## src/rtl/usbfs_endp_tx_pkt.sv

```systemverilog
// USB FS IN-endpoint packetiser: buffers a byte stream into packets and holds each until ACKed.
// Define USBFS_ENDP_TX_ZLP_EN to append a zero-length packet after a full final packet.
module usbfs_endp_tx_pkt #(
   parameter int MAX_PKT = 8,
   parameter int IDX_W   = (MAX_PKT > 1) ? $clog2(MAX_PKT) : 1,
   parameter int NB_W    = $clog2(MAX_PKT + 1)
) (
   input  logic             i_clk,
   input  logic             i_rst,
   output logic             o_ready,
   input  logic             i_valid,
   input  logic [7:0]       i_data,
   input  logic             i_last,
   input  logic             i_inToken,
   input  logic             i_txStart,
   input  logic             i_ack,
   input  logic             i_txFail,
   input  logic             i_clrToggle,
   input  logic             i_halt,
   output logic             o_pktValid,
   output logic [NB_W-1:0]  o_pktNBytes,
   output logic             o_pktPid1,
   input  logic [IDX_W-1:0] i_rdIdx,
   output logic [7:0]       o_rdByte,
   output logic             o_stall
);

`ifdef USBFS_ENDP_TX_ZLP_EN
   localparam bit ZLP_EN = 1'b1;
`else
   localparam bit ZLP_EN = 1'b0;
`endif
   localparam logic [NB_W-1:0] MAX_CNT = NB_W'(MAX_PKT);

   typedef enum logic [1:0] {
      S_FILL = 2'd0,
      S_HOLD = 2'd1,
      S_SEND = 2'd2
   } state_t;

   state_t          r_state, w_stateNxt;
   logic [NB_W-1:0] r_count, w_countNxt, w_countInc;
   logic            r_pid1, w_pid1Nxt;
   logic            r_zlp, w_zlpNxt;
   logic            r_stall;
   logic [7:0]      r_buf [MAX_PKT];
   logic [7:0]      r_rdByte;
   logic            w_accept, w_full, w_haltRel;

   assign w_accept   = (r_state == S_FILL) && i_valid;
   assign w_countInc = r_count + NB_W'(1);
   assign w_full     = (w_countInc == MAX_CNT);
   assign w_haltRel  = r_stall && !i_halt;

   always_comb begin
      w_stateNxt = r_state;
      w_countNxt = r_count;
      w_pid1Nxt  = r_pid1;
      w_zlpNxt   = r_zlp;
      unique case (r_state)
         S_FILL: begin
            if (w_accept) begin
               w_countNxt = w_countInc;
               if (w_full || i_last || i_inToken) w_stateNxt = S_HOLD;
               if (ZLP_EN && w_full && i_last)   w_zlpNxt   = 1'b1;
            end else if (i_inToken && (r_count != '0)) begin
               w_stateNxt = S_HOLD;
            end
         end
         S_HOLD: begin
            if (i_txStart && !r_stall) w_stateNxt = S_SEND;
         end
         S_SEND: begin
            if (i_ack) begin
               // A pending ZLP is sent as an empty held packet with the toggled PID
               w_countNxt = '0;
               w_pid1Nxt  = !r_pid1;
               w_zlpNxt   = 1'b0;
               w_stateNxt = r_zlp ? S_HOLD : S_FILL;
            end else if (i_txFail) begin
               w_stateNxt = S_HOLD;
            end
         end
         default: w_stateNxt = S_FILL;
      endcase
      if (i_clrToggle || w_haltRel) w_pid1Nxt = 1'b0;
      if (w_haltRel)                w_zlpNxt  = 1'b0;
   end

   always_ff @(posedge i_clk) begin
      if (i_rst) begin
         r_state <= S_FILL;
         r_count <= '0;
         r_pid1  <= 1'b0;
         r_zlp   <= 1'b0;
         r_stall <= 1'b0;
      end else begin
         r_state <= w_stateNxt;
         r_count <= w_countNxt;
         r_pid1  <= w_pid1Nxt;
         r_zlp   <= w_zlpNxt;
         r_stall <= i_halt;
      end
   end

   always_ff @(posedge i_clk) begin
      if (i_rst) begin
         for (int unsigned i = 0; i < unsigned'(MAX_PKT); i++) r_buf[i] <= '0;
         r_rdByte <= '0;
      end else begin
         if (w_accept) r_buf[r_count[IDX_W-1:0]] <= i_data;
         r_rdByte <= (32'(i_rdIdx) < 32'(MAX_PKT)) ? r_buf[i_rdIdx] : '0;
      end
   end

   assign o_ready     = (r_state == S_FILL);
   assign o_pktValid  = (r_state != S_FILL) && !r_stall;
   assign o_pktNBytes = r_count;
   assign o_pktPid1   = r_pid1;
   assign o_rdByte    = r_rdByte;
   assign o_stall     = r_stall;

endmodule

```

## config.mk

```make
export PLATFORM = sky130hd
export DESIGN_NAME = usbfs_endp_tx_pkt
export DESIGN_NICKNAME = d
export VERILOG_FILES = /design/src/rtl/usbfs_endp_tx_pkt.sv
export SDC_FILE = /design/constraint.sdc
export NUM_CORES = 1
export LEC_CHECK = 0
export CAP_MARGIN = 15
export CORE_UTILIZATION = 55
export DETAILED_ROUTE_END_ITERATION = 10
export PLACE_DENSITY = 0.89
export RECOVER_POWER = 50
export SETUP_SLACK_MARGIN = 0.5
export SLEW_MARGIN = 0
export SYNTH_ARGS = -nofsm -noshare
export SYNTH_HDL_FRONTEND = slang
export SYNTH_SLANG_ARGS = --single-unit
```

## constraint.sdc

```tcl
create_clock -name i_clk -period 6 [get_ports i_clk]
set_input_delay 1.2 -clock i_clk [delete_from_list [all_inputs] [get_ports i_clk]]
set_output_delay 1.2 -clock i_clk [all_outputs]
set_load 0.02 [all_outputs]
```

==> metrics.cfg <==
[critical_path]
cp_num_buf_inv = 1
crit_slowest_cell = nor4_1
cp_data_arrival_time_ps = 3960
cpLargestDelayFamily = simple AND/OR/NAND/NOR gates
path_class = input pin to register
slowest_delay_ps = 840
crit_path_end_kind = register
path_cells = dlygate4sd3_1 -> or4b_1 -> nor4_1 -> or2_2
worstPathMaxFanout = 19
start_kind = input pin
required_ps = 6040

[synth]
yosys_register_bits = 80
yosys-top-cells-area = edfxtp_1 53%, and2_1 11%, mux4_2 9.9%, dfxtp_1 8.8%, nor4_4 2.3%
netlist_area_um2 = 3640
netlist_instances = 240
synth_edf_count = 64
synth_top_area_share_pct = 52.8
syn-mean-instance-area_um2 = 15.2
async_flop_share_pct = 0
yosysWarnings = 0
syn-num-nets = 263
synthFlopType = edfxtp_1
yosysTopAreaCell = edfxtp_1
ys_types = 36
seq_area_frac_synth_pct = 61.6

[hold_path]
hp-class = register to register

[sta]
finalSetupViolCount = 0
clock_skew_ps = 6.75
finalCritPeriodShare_pct = 65.4
timing.setup.tns_ps = 0
final-hold-violation-count = 0
slew_violations = 0
max_slew_margin_pct = 27.9
layout_min_cycle_time_ps = 3920
rsz0062_at_grt = false
tightest_slew_ps = 1080
fmax_mhz = 255
fin_worst_hold_slack_ps = 513

[grt]
track_usage_pct = 22.9
grt_pass1_wl_um = 11300
grt_max_degree = 20
grt.overflow.total = 0
antenna_found_initial = 0
grt_pass1_vias = 2074

[layout]
layout-drive-gt1-share_pct = 14.7
diodes = 0
syn_to_final_growth_pct = 12.6
postLayoutCoreUtil_pct = 64.2
final_net_count = 297

[floorplanning]
die_area_um2 = 6950
core_um2 = 6390
die_y_um = 83.4
std_cell_rows = 29
pin_count = 37
start_util_pct = 57.0
die_x_um = 83.4

[drt]
routed_wl_um = 7350
first_iter_violations = 191
drt_first_pass_iters = 5
detailroute.via_count = 2092
drc_errors = 0
wl_per_cell_um = 20.6
viasPerCell = 5.88
antenna_left = 0

[clock_tree]
cts_root_buf = clkbuf_8
clock_latency_ps = 350
cts_made_buffers = 9
htreeDepth = 3
path_clk_slew_ps = 70
hold_buffers = 0
clock-sinks = 80
cts.repair.resized = 0
clockBufferDepth = 2
cts_setup_buffers = 0
cts_tree = built

[status]
status = finished, final reports clean

[flow_run]
maxCapViolCount = 0

[power]
peakVddDrop_v = 0.000160
p_leak_nw = 1.47
p_per_area_nw_per_um2 = 271

[placement]
portBuffers = 36
dp_hpwl_um = 5090
place_congestion = 0.800

==> power by group <==
group | internal [W] | switching [W]
combinational | 0.0000514 | 0.0000579
sequential | 0.000624 | 0.0000157
clock | 0.000175 | 0.000187
==> registers in the layout, summed over array words and instances (netlist names) <==
name	flops
o_stall	1
r_state	2
o_rdByte	8
o_pktNBytes	4
o_pktPid1	1
r_buf	64
==> path summary, 6_finish.rpt <==
path                    from     endpoint  slack [ps]  cells past startpoint
setup / recovery       i_rst  r_buf[0][4]        2080                      4
hold reg to reg      o_stall    o_pktPid1         510                      1
hold / removal       o_stall    o_pktPid1         510                      1
setup reg to reg  r_state[1]  r_buf[0][4]        3350                      3
==> logic make-up after synthesis <==
logic type | Yosys count | synth area share [%]
xor gates and xnor gates | 1 | 0.241
AOI/OAI and AO/OA | 22 | 4.81
muxes | 18 | 10.4
DFF | 80 | 61.6
buffers and inverters | 16 | 2.34
adders and majority gates | 2 | 0.687
and+or+nand+nor | 101 | 19.9
==> cell usage after synthesis (2+ instances only) <==
library cell,instances
buf_1,2
a22o_1,8
nand2b_1,2
a21oi_1,2
mux4_2,16
mux2i_1,2
clkbuf_1,3
or2_2,8
edfxtp_1,64
ha_1,2
nand2_1,2
nor3_4,4
inv_1,3
buf_6,2
and3b_1,2
nor2_1,8
buf_2,5
a311oi_1,3
or3b_2,2
a2111oi_0,2
and2_1,64
dfxtp_1,16
o21ai_0,2
nor4_4,4
==> area by class of cell <==
type | instances | area (um2)
sequential | 80 | 2240
fill | 446 | 2290
tap | 77 | 96.3
inverter | 3 | 11.3
clock buffer | 12 | 156
multi-input combinational | 144 | 1210
clock inverter | 4 | 27.5
timing repair buffer | 36 | 360
==> metrics by stage <==
| step | area (um2) | power, W | setup slack [ps] | cells |
|---|---|---|---|---|
| CTS | 4210 | 0.00113 | 2650 | 356 |
| detailed placement | 4030 | 0.000773 | 2280 | 340 |
| finish | 4100 | 0.00111 | 2080 | 356 |
| global route | 4100 | 0.00115 | 1940 | 356 |
| global placement | 4030 | 0.000770 | 2350 | 340 |
| floorplan | 3640 | 0.000722 | 3200 | 240 |
==> cell usage in the layout (no fill, tap or decap), types with 2 or more instances in the layout <==
| cell type | Yosys | final |
|---|---|---|
| and2_1 | 64 | 25 |
| clkbuf_8 | 0 | 9 |
| and3b_1 | 2 | 2 |
| dfxtp_1 | 16 | 16 |
| nor4_1 | 0 | 4 |
| a22o_1 | 8 | 8 |
| a311oi_1 | 3 | 3 |
| dlygate4sd3_1 | 0 | 20 |
| nand2_1 | 2 | 2 |
| nor3_1 | 1 | 5 |
| nor2_1 | 8 | 8 |
| a2111oi_0 | 2 | 2 |
| mux2i_1 | 2 | 2 |
| or3b_2 | 2 | 2 |
| clkdlybuf4s50_1 | 0 | 16 |
| o21ai_0 | 2 | 2 |
| or2_2 | 8 | 8 |
| ha_1 | 2 | 2 |
| nand2b_1 | 2 | 2 |
| clkbuf_1 | 3 | 2 |
| a21oi_1 | 2 | 2 |
| edfxtp_1 | 64 | 64 |
| clkinvlp_4 | 0 | 3 |
| mux4_2 | 16 | 16 |
| and2_0 | 0 | 39 |
| inv_1 | 3 | 3 |
==> routing by layer <==
| layer | track usage (%) | part of all wire [%] | vias up |
|---|---|---|---|
| met5 | 0 | 0 | - |
| met4 | 10.5 | 1.8 | 0 |
| met3 | 5.96 | 6.6 | 11 |
| met2 | 36.0 | 50 | 94 |
| met1 | 30.1 | 42 | 1025 |
| li1 | - | - | 962 |
No activity file was read; power rests on OpenSTA's default activity.
